**src/rtl/spi_alu_slave_if.sv**
```systemverilog
// SPI-style slave link: active-low select, one data bit each way per clock.
interface IF_SPI;
   logic nss;
   logic mosi;
   logic miso;

   modport SLAVE (
      input  nss,
      input  mosi,
      output miso
   );

   modport MASTER (
      output nss,
      output mosi,
      input  miso
   );
endinterface

```
**src/rtl/spi_alu_slave.sv**
```systemverilog
// Serial ALU slave: receives {op, A, B} MSB first, computes, and shifts the
// result back out on the next select window.
module spi_alu_slave #(
   parameter int DATA_W = 32
) (
   input  logic              clock,
   input  logic              reset,
   IF_SPI.SLAVE              spi,
   output logic              busy,
   output logic              frame_err,
   output logic [DATA_W-1:0] result_q
);

   localparam int F  = 2 + 2 * DATA_W;
   localparam int CW = $clog2(F + 2);
   localparam int SW = $clog2(DATA_W + 1);

   typedef enum logic [2:0] {
      IDLE,
      RECV,
      CALC,
      READY,
      SEND
   } state_t;

   state_t            state_q;
   logic [F-1:0]      frame_q;
   logic [CW-1:0]     cnt_q;
   logic [SW-1:0]     sent_q;
   logic [DATA_W-1:0] shift_q;
   logic              miso_q;
   logic              busy_q;
   logic              err_q;

   logic [1:0]        op;
   logic [DATA_W-1:0] opa;
   logic [DATA_W-1:0] opb;
   logic [DATA_W-1:0] alu_d;

   assign op  = frame_q[F-1:F-2];
   assign opa = frame_q[F-3 -: DATA_W];
   assign opb = frame_q[DATA_W-1:0];

   always_comb begin
      alu_d = '0;
      case (op)
         2'b00:   alu_d = opa + opb;
         2'b01:   alu_d = opa - opb;
         2'b10:   alu_d = opa & opb;
         default: alu_d = opa ^ opb;
      endcase
   end

   always_ff @(posedge clock) begin
      if (reset) begin
         state_q  <= IDLE;
         frame_q  <= '0;
         cnt_q    <= '0;
         sent_q   <= '0;
         shift_q  <= '0;
         result_q <= '0;
         miso_q   <= 1'b0;
         busy_q   <= 1'b0;
         err_q    <= 1'b0;
      end else begin
         err_q <= 1'b0;
         case (state_q)
            IDLE: begin
               miso_q <= 1'b0;
               if (!spi.nss) begin
                  frame_q <= {{(F-1){1'b0}}, spi.mosi};
                  cnt_q   <= CW'(1);
                  state_q <= RECV;
                  busy_q  <= 1'b1;
               end
            end
            RECV: begin
               if (!spi.nss) begin
                  frame_q <= {frame_q[F-2:0], spi.mosi};
                  if (cnt_q != CW'(F + 1))
                     cnt_q <= cnt_q + 1'b1;
               end else if (cnt_q == CW'(F)) begin
                  state_q <= CALC;
               end else begin
                  err_q   <= 1'b1;
                  frame_q <= '0;
                  cnt_q   <= '0;
                  state_q <= IDLE;
                  busy_q  <= 1'b0;
               end
            end
            CALC: begin
               result_q <= alu_d;
               shift_q  <= alu_d;
               miso_q   <= alu_d[DATA_W-1];
               cnt_q    <= '0;
               state_q  <= READY;
            end
            READY: begin
               if (!spi.nss) begin
                  shift_q <= shift_q << 1;
                  miso_q  <= shift_q[DATA_W-2];
                  sent_q  <= SW'(1);
                  state_q <= SEND;
               end
            end
            SEND: begin
               // shift_q[DATA_W-1] always mirrors the bit currently on miso
               if (!spi.nss && sent_q != SW'(DATA_W - 1)) begin
                  shift_q <= shift_q << 1;
                  miso_q  <= shift_q[DATA_W-2];
                  sent_q  <= sent_q + 1'b1;
               end else begin
                  err_q   <= spi.nss;
                  miso_q  <= 1'b0;
                  sent_q  <= '0;
                  state_q <= IDLE;
                  busy_q  <= 1'b0;
               end
            end
            default: begin
               state_q <= IDLE;
               busy_q  <= 1'b0;
               miso_q  <= 1'b0;
            end
         endcase
      end
   end

   assign spi.miso  = miso_q;
   assign busy      = busy_q;
   assign frame_err = err_q;

endmodule

```
**src/flat_wrapper.sv**
```systemverilog
// flat-port wrapper written by rule: the top's interface ports become plain ports
module spi_alu_slave_flat 
#(
   parameter int DATA_W = 32
)
  (clock, reset, busy, frame_err, result_q, spi_nss, spi_mosi, spi_miso);
  IF_SPI spi_i ();
  input  logic clock;
  input  logic reset;
  output logic busy;
  output logic frame_err;
  output logic [DATA_W-1:0] result_q;
  input wire logic [$bits(spi_i.nss)-1:0] spi_nss;
  input wire logic [$bits(spi_i.mosi)-1:0] spi_mosi;
  output wire logic [$bits(spi_i.miso)-1:0] spi_miso;
  assign spi_i.nss = spi_nss;
  assign spi_i.mosi = spi_mosi;
  assign spi_miso = spi_i.miso;
  spi_alu_slave #(.DATA_W(DATA_W)) u_core (.clock(clock), .reset(reset), .spi(spi_i), .busy(busy), .frame_err(frame_err), .result_q(result_q));
endmodule
```
**config.mk**
```make
export PLATFORM = sky130hd
export DESIGN_NAME = spi_alu_slave_flat
export DESIGN_NICKNAME = d
export VERILOG_FILES = /design/src/rtl/spi_alu_slave_if.sv /design/src/rtl/spi_alu_slave.sv /design/src/flat_wrapper.sv
export SDC_FILE = /design/constraint.sdc
export NUM_CORES = 1
export LEC_CHECK = 0
export CORE_UTILIZATION = 57
export CTS_BUF_LIST = sky130_fd_sc_hd__clkbuf_8
export DETAILED_ROUTE_END_ITERATION = 8
export GPL_TIMING_DRIVEN = 0
export PLACE_DENSITY = 0.75
export SLEW_MARGIN = 10
export SYNTH_ARGS = -nofsm -noshare
export SYNTH_HDL_FRONTEND = slang
export SYNTH_SLANG_ARGS = --single-unit
export TNS_END_PERCENT = 10
```
**constraint.sdc**
```tcl
create_clock -name clock -period 4 [get_ports clock]
set_input_delay 0.4 -clock clock [delete_from_list [all_inputs] [get_ports clock]]
set_output_delay 0.4 -clock clock [all_outputs]
set_load 0.01 [all_outputs]
```
* After elaboration in Yosys (flattened, before gate mapping)
Index checks and enable logic that the tools add are counted.
** Word-level totals
- Register bits :: 148
- Latch bits :: 0
- Memory bits (writable) :: 0
- Bits in read-only memories :: 0
- Bits of input ports :: 4
- Output and inout port bits :: 35
- Logic and storage cells :: 84
- Memories kept :: 0
** Operators by class
- Add/subtract/negate cells :: 4
- $mul :: 0
- Div/mod/pow operators :: 0
- Magnitude comparators :: 0
- Eq/ne operators :: 17
- Shifts and indexed selects :: 0
- Muxes and demuxes :: 34
- Bitwise logic cells :: 4
- Reduce and logical (&&, ||, !) cells :: 16
** Operators with widths (number)
- 66-bit two-way mux :: 3
- 66-bit case mux with 2 select lines :: 1
- 32-bit case mux with 3 select lines :: 1
- 31-bit case mux with 3 select lines :: 1
- 31-bit two-way mux :: 2
- 32-bit adder :: 1
- 32-bit AND :: 1
- 32-bit subtractor :: 1
- 32-bit bitwise XOR :: 1
- 7-bit two-way mux :: 4
- 7-bit case mux with 3 select lines :: 1
- 3-bit case mux with 5 select lines :: 1
- 3-bit two-way mux :: 4
- 6-bit two-way mux :: 2
- 6-bit case mux with 2 select lines :: 1
- 2-bit != test, second input constant :: 5
- 1-bit two-way mux :: 9
- 1-bit case mux with 4 select lines :: 2
- 4-bit AND reduction :: 2
- 7-bit by 1-bit adder with 7-bit output, second input constant :: 1
- 7-bit == test, second input constant :: 1
- 7-bit != test, second input constant :: 1
- 6-bit by 1-bit adder with 6-bit output, second input constant :: 1
- 3-bit by 2-bit == test with 1-bit output, second input constant :: 2
- other kinds (21) :: 26

* Longest topological paths before layout
Gate-level depths: netlist (run 1).
- Depth after elaboration :: 4
- Depth in mapped cells :: 16
- Depth with buffers taken out :: 15

* Worst setup path before layout (run 1)
OpenSTA, ideal clock, no wires.
- Path kind :: register -> register
- Start :: register u_core.frame_q[2]
- End :: register u_core.shift_q[30]
- Setup time :: 0.132 ns
- Arrival :: 3.970 ns
- Slack :: -0.103 ns
- Stages on the path, launching flop included :: 16
- Period minus slack after synthesis :: 4.103 ns
- Cells stage by stage :: dfxtp_1 -> clkbuf_1 -> nor4_1 -> nand4_1 -> o41ai_1 -> xor2_1 -> ha_1 -> clkbuf_2 -> and4_1 -> nand3_1 -> a2111oi_0 -> nor2_1 -> a21oi_1 -> mux2_2 -> o31ai_1 -> a21oi_1
** Between the ends
- Longest elaborated chain between the ends :: 3
** Ends and longest elaborated chain
- from (decl) :: RTL line spi_alu_slave.sv:27 : logic [F-1:0] frame_q;
- from (signal assigned) :: RTL line spi_alu_slave.sv:71 : frame_q <= {{(F-1){1'b0}}, spi.mosi};
- from (signal assigned) :: RTL line spi_alu_slave.sv:79 : frame_q <= {frame_q[F-2:0], spi.mosi};
- 32-bit subtractor or 32-bit adder (tied branches) :: RTL line spi_alu_slave.sv:48, spi_alu_slave.sv:47
- 32-bit case mux with 3 select lines * :: RTL line spi_alu_slave.sv:46 : case (op)
- 31-bit case mux with 3 select lines * :: RTL line spi_alu_slave.sv:67 : case (state_q)
- to (signal assigned) :: RTL line spi_alu_slave.sv:94 : shift_q <= alu_d;
- to (signal assigned) :: RTL line spi_alu_slave.sv:101 : shift_q <= shift_q << 1;
- to (signal assigned) :: RTL line spi_alu_slave.sv:110 : shift_q <= shift_q << 1;
- to (decl) :: RTL line spi_alu_slave.sv:30 : logic [DATA_W-1:0] shift_q;
Mark *: on every way between the ends. The rest lies on a longest branch, timed or not.
A chain may end at the register's enable or synchronous reset.

* Worst setup path after layout (run 1)
- Start :: register u_core.frame_q[12]
- End :: register u_core.shift_q[30]
Same word-level chain as after synthesis.

==> results.md, run 1 <==
- Vias post-DR: about 9000
- Power per cell area: ~290 nW/um^2
- Reg area: 2969 sq um
- Top post-synthesis cells by area: dfxtp_1, ha_1, nor2_1
- Reg clk slew, reported paths: 0.09 ns
- Synth Warn #: 0
- Setup CP Type: flip-flop to flip-flop
- Routability Congestion: 0.9556
- Post-Syn Area: 9205 sq um
- Hold_sp: reset
- Post-Syn Nets: between 1000 and 1500
- Num rows: 46
- Most used DFF post-synth: dfxtp_1
- Avg Cell Area, Syn: a little under 8 sq um
- Max-cap violations: 0
- Final period util: 103.1%
- # fillers: 1381
- P_leak: just over 4 nW
- Hold Path Sink: u_core.state_q[2]
- Max frequency: between 0.2 and 0.25 GHz
- WP data arrival: around 4.5 ns
- Final hold viol count: 0
- Failing checks: setup timing
- Pins Over Slew Limit: 0
- Setup violators final: 1
- Largest net degree at the start of global routing: 17
- Starting Density: 58.16%
- Vias in the first global route: 8002
- Antenna violations before repair: 0
- Placed Cells: 1416
- Post-synth ARST share: 0%
- Post-DP HPWL: 21.45 mm
- Most numerous cell on the critical path: or4_4
- R2R Path Start: u_core.frame_q[12]
- Setup ws final: -0.1236 ns
- Fin crit period: 4.124 ns
- Average vias per placed instance: between 6 and 7
- Crit end category: flip-flop
- Multi-input logic area: 6163 sq um
- Slowest cell on the critical path: or4_4
- Clock Latency Late Sink: 0.49 ns
- CTS root buf: clkbuf_8
- Reg2reg path depth: 13
- Inserted Diodes: 0
- Number of CTS-inserted buffers: 17
- Global route overflow: 0
- Clock skew: 0.01358 ns
- Distinct cell type count after synthesis: 64
- I/O Pins: 39
- Worst R2R End: u_core.shift_q[30]
- Antenna-violating nets left: 0
- Worst slew margin: 41.35%
- Nets@finish: 1295
- Die Width: approximately 130 um
- Post-synth top area cell: dfxtp_1
- Number of synthesized flops with an enable pin: 0
- Critical Path Max Stage Delay: 0.57 ns
- First-pass GRT wire length: 43.76 mm
- Min Hold Slack: between 0.4 and 0.5 ns
- GRT Total Usage: 34.44%
- Worst Tran Pin Value: ~0.88 ns
- TritonCTS clock tree: yes
- Worst-case vdd ir drop: 0.2889 mV
- Core area: 15830 sq um
- Most frequent cells after synthesis: nor2_1, dfxtp_1, nand2_1
- Startpoint Class: flip-flop
- Die area: between 15000 and 20000 sq um
- Top-count cell post-synth: nor2_1
- RSZ-0062 raised after global routing: true
- CP Cell Sequence: or4_4, or4_4, buf_6, or3_4, o41ai_4, xor2_1, ha_4, or4_1, o21ai_2, nor3_1, o31a_1, o31ai_4, a21oi_2
- Buf/Inv on CP: 1
- Die height: 129.1 um
- Pre-CTS setup slack: -1.034 ns
- Hold WC Path Type: input pin to flip-flop
- H-tree Lvls: 4
- Critical Path RT: 4.35 ns
- P&R area growth vs syn: 15.82%
- CTS Hold Buffers Added: 0
- Final core utilization: 67.36%
- Final wirelength: 28.61 mm
- Layout cell share with drive strength beyond 1: 10.19%
- Post-Syn Instances: 1163
- Number of I/O port buffers: 37
- Yosys reg bits: about 150
- Starting DRT DRC Count: 939
- Status: finished, violations left
- Post-DR wirelength/cell: 19.70 um
- CTS Sinks: 148
- Yosys top cell area share: 32.19%
- Drt first pass iters: 5
- Crit-path max FO: 7
- CTS max path bufs: 2
- Flop-to-flop setup slack: -0.12 ns
- CP delay by family, top: simple AND/OR/NAND/NOR gates
- Post-synthesis sequential area ratio: 32.19%
- Final non-filler cell total: 1452
- Hold Path Depth: 2
- Drt drc: 0
==> where the power goes <==
part	leakage (nW)	switching, mW	internal [mW]
registers	1.19	0.00371	1.47
logic	2.71	0.267	0.151
clock network	0.185	0.643	0.523
total	4.08	0.914	2.15
==> placed cells by master (no fill, tap or decap), types with 15 or more instances in the layout <==
cell type        count
clkbuf_8            18
o211ai_1            23
dfxtp_1            145
a21oi_1             81
o21ai_0             48
nor2_1             181
nand3_1             22
nand2_1            107
nor3_1              27
xnor2_1             28
clkbuf_1            53
buf_4               16
a211oi_1            19
ha_1                59
clkdlybuf4s50_1     37
a22oi_1             66
xor2_1              25
mux2i_1             26
a31oi_1             15
inv_1               15
==> area by class of cell <==
cell class / instances / share of cell area (%)
Multi-Input combinational cell: 916 / 57.81
Sequential cell: 148 / 27.85
Clock buffer: 18 / 2.324
Tap cell: 216 / 2.535
Clock inverter: 14 / 1.326
Buffer: 73 / 3.063
Timing Repair Buffer: 52 / 4.565
Inverter: 15 / 0.5281
==> metal layers <==
| metal | track usage [%] | vias to the layer above | share of wire, % |
|---|---|---|---|
| met5 | 0 | - | 0 |
| met1 | 47.62 | 4343 | 45 |
| li1 | - | 4352 | - |
| met3 | 5.656 | 74 | 7.0 |
| met4 | 12.60 | 0 | 3.0 |
| met2 | 54.09 | 425 | 45 |
==> through the flow <==
stage	total power, mW	TNS (ns)	area (sq um)
final	3.062	-0.1236	10660
after CTS	3.028	-0.1429	10380
after detailed placement	1.882	-17.27	9853
after floorplan	1.784	0	9213
after global routing	3.174	-0.9247	10660
after global placement	1.881	-13.40	9853
==> flip-flops by register name, summed over array words and instances (netlist names) <==
register	cells
u_core.frame_q	66
u_core.result_q	32
u_core.shift_q	31
u_core.cnt_q	7
u_core.sent_q	6
u_core.state_q	3
u_core.busy	1
u_core.frame_err	1
u_core.spi.miso	1
==> how the worst max path moves through the flow <==
| stage | cells after the start | slack (ns) | start | end |
|---|---|---|---|---|
| floorplan | 15 | 0.11 | u_core.frame_q[2] | u_core.shift_q[30] |
| detailed placement | 15 | -1.03 | u_core.frame_q[64] | u_core.shift_q[30] |
| global placement | 15 | -0.97 | u_core.frame_q[64] | u_core.shift_q[30] |
| global route | 13 | -0.15 | u_core.frame_q[12] | u_core.shift_q[30] |
| finish | 13 | -0.12 | u_core.frame_q[12] | u_core.shift_q[30] |
| CTS | 13 | -0.08 | u_core.frame_q[19] | u_core.shift_q[30] |
==> logic make-up after synthesis <==
family	Yosys count	share of synthesized area (%)
AOI/OAI and AO/OA	348	24.98
xor gates and xnor gates	54	5.138
adders and majority gates	68	9.324
buffers and inverters	99	4.499
DFF	148	32.19
muxes	33	3.684
and+or+nand+nor	413	20.18
==> timing repair <==
action | in CTS | in global routing
resized for setup | 32 | 55
pin swaps | 3 | 24
setup endpoints to repair | 49 | 31
setup buffers | 2 | 13
Power figures use the tool's default switching activity.
==> inputs of run 2 (changes only) <==
GPL_TIMING_DRIVEN = not set   (was 0)
HOLD_SLACK_MARGIN = 0.02   (was not set)
==> results.md, run 2 (same netlist as run 1, synthesis figures left out) <==
- Status: complete, no violations
- Post-DP HPWL: 17.53 mm (-18%)
- Fin crit period: 3.863 ns (-0.2605 ns)
- CP delay by family, top: simple AND/OR/NAND/NOR gates
- Hold_sp: u_core.shift_q[9]
- # fillers: 1428 (+3.4%)
- Antenna violations before repair: 0 (unchanged)
- Vias in the first global route: 7742 (-3.2%)
- CP Cell Sequence: or4_4, or4_4, or3_1, o21ai_1, xor2_1, ha_1, buf_4, a211oi_1, o21ai_0, o21a_1, a31oi_1, xnor2_1, nand2_1, a41oi_1
- Vias post-DR: 8662 (-5.8%)
- Drt first pass iters: 6 (+1)
- Placed Cells: 1381 (-2.5%)
- Hold WC Path Type: flip-flop to flip-flop
- Max-cap violations: 0 (unchanged)
- Biggest register: u_core.frame_q
- Starting Density: 58.16% (unchanged)
- Final wirelength: 24.31 mm (-15%)
- Final hold viol count: 0 (unchanged)
- R2R Path Start: u_core.frame_q[12]
- Worst-case vdd ir drop: 0.2563 mV (-11%)
- H-tree Lvls: 4 (unchanged)
- Post-DR wirelength/cell: 17.20 um (-13%)
- Startpoint Class: flip-flop
- Critical path startpoint: u_core.frame_q[12]
- P_leak: 4.075 nW (-0.25%)
- Power per cell area: 285.8 nW/um^2 (-0.49%)
- Final core utilization: 65.13% (-2.2 points)
- Die Width: 129.1 um (unchanged)
- Average vias per placed instance: 6.130 (-3.2%)
- Largest net degree at the start of global routing: 71 (+54)
- Setup violators final: 0 (-1)
- I/O Pins: 39 (unchanged)
- Global route overflow: 0 (unchanged)
- Starting DRT DRC Count: 841 (-10%)
- Largest registers: u_core.frame_q x66, u_core.result_q x32, u_core.shift_q x31
- Setup CP Type: flip-flop to flip-flop
- Antenna-violating nets left: 0 (unchanged)
- Routability Congestion: 0.9133 (-4.4%)
- Commonest non-fill, non-tap cell in the layout: nor2_1
- RSZ-0062 raised after global routing: true
- Design Area, Final: 10310 sq um (-3.3%)
- Buf/Inv on CP: 1 (unchanged)
- CTS max path bufs: 2 (unchanged)
- Reg clk slew, reported paths: 0.09 ns (about the same)
- Core area: 15830 sq um (unchanged)
- Slowest cell on the critical path: or4_4
- Die height: 129.1 um (unchanged)
- Most numerous cell on the critical path: or4_4
- Worst Tran Pin Value: 0.9331 ns (+0.05339 ns)
- CTS Sinks: 148 (unchanged)
- Worst slew margin: 37.79% (-3.6 points)
- Max frequency: 0.2589 GHz (+6.7%)
- Multi-input logic area: 5912 sq um (-4.1%)
- Number of I/O port buffers: 38 (+2.7%)
- Number of CTS-inserted buffers: 17 (unchanged)
- Reg area: 2965 sq um (-0.13%)
- Final period util: 96.58% (-6.5 points)
- GRT Total Usage: 30.12% (-4.3 points)
- P&R area growth vs syn: 11.99%
- Drt drc: 0 (unchanged)
- Crit end category: flip-flop
- First-pass GRT wire length: 39.69 mm (-9.3%)
- Final non-filler cell total: 1413 (-2.7%)
- Max reg flops: 66 (unchanged)
- Critical Path Max Stage Delay: 0.55 ns (-0.02 ns)
- TritonCTS clock tree: yes
- Nets@finish: 1256 (-3.0%)
- Critical Path RT: 4.40 ns (+0.05 ns)
- Inserted Diodes: 0 (unchanged)
- Post-DP Area: 9882 sq um (+0.29%)
- Clock Latency Late Sink: 0.47 ns (-0.02 ns)
- Num rows: 46 (unchanged)
- WP data arrival: 4.26 ns (-0.22 ns)
- Crit-path max FO: 9 (+2)
- Die area: 16660 sq um (unchanged)
- Most frequent cells in the layout: nor2_1, dfxtp_1, nand2_1
- Clock skew: 0.01443 ns (+0.0008529 ns)
- Layout cell share with drive strength beyond 1: 9.524% (-0.67 points)
- CTS root buf: clkbuf_8
- Pins Over Slew Limit: 0 (unchanged)
- CTS Hold Buffers Added: 0 (unchanged)
==> run 2: repair_timing <==
action	in CTS	in global routing
buffers inserted	0	0
resized for setup	0	14
setup endpoints to repair	0	21
==> run 2: final timing paths <==
path,slack [ns],cells past startpoint,to
max,0.14,14,u_core.shift_q[28]
min,0.46,2,u_core.shift_q[9]
max reg2reg,0.14,14,u_core.shift_q[28]
min reg2reg,0.46,2,u_core.shift_q[9]
==> run 2: tightest hold or removal path: cells and delay by family, from the launching register on <==
kind               cells  cell delay, ns
DFF                    1            0.32
AOI/OAI and AO/OA      1            0.05
and+or+nand+nor        1            0.05
==> run 2: final cells by class <==
class | instances | share of cell area [%]
Multi-Input combinational cell | 916 | 57.35
Clock buffer | 18 | 2.403
Sequential cell | 148 | 28.77
Inverter | 15 | 0.5462
Timing Repair Buffer | 86 | 7.161
Clock inverter | 14 | 1.153
Tap cell | 216 | 2.622
==> run 2: power breakdown <==
group          leakage (nW)  internal [mW]  switching [mW]
sequential             1.19           1.48         0.00477
combinational          2.70          0.137           0.233
clock                 0.177          0.462           0.633
total                  4.07           2.07           0.871
==> run 2: stage by stage <==
step / hold slack (ns) / setup WS [ns] / TNS (ns) / power [mW]
2_1_floorplan: 0.4257 / 0.1103 / 0 / 1.784
3_3_place_gp: 0.4401 / 0.1410 / 0 / 1.872
3_5_place_dp: 0.4433 / 0.1481 / 0 / 1.874
4_1_cts: 0.4557 / 0.06706 / 0 / 2.955
5_1_grt: 0.4880 / -0.07602 / -0.2607 / 3.061
6_report: 0.4553 / 0.1369 / 0 / 2.946
==> run 2: per-layer routing <==
| layer | vias to the layer above | track usage, % | routed length [um] |
|---|---|---|---|
| li1 | 4271 | - | - |
| met1 | 4075 | 44.87 | 12170 |
| met2 | 288 | 43.72 | 10250 |
| met3 | 28 | 5.822 | 1542 |
| met4 | 0 | 8.720 | 348 |
| met5 | - | 0 | 0 |
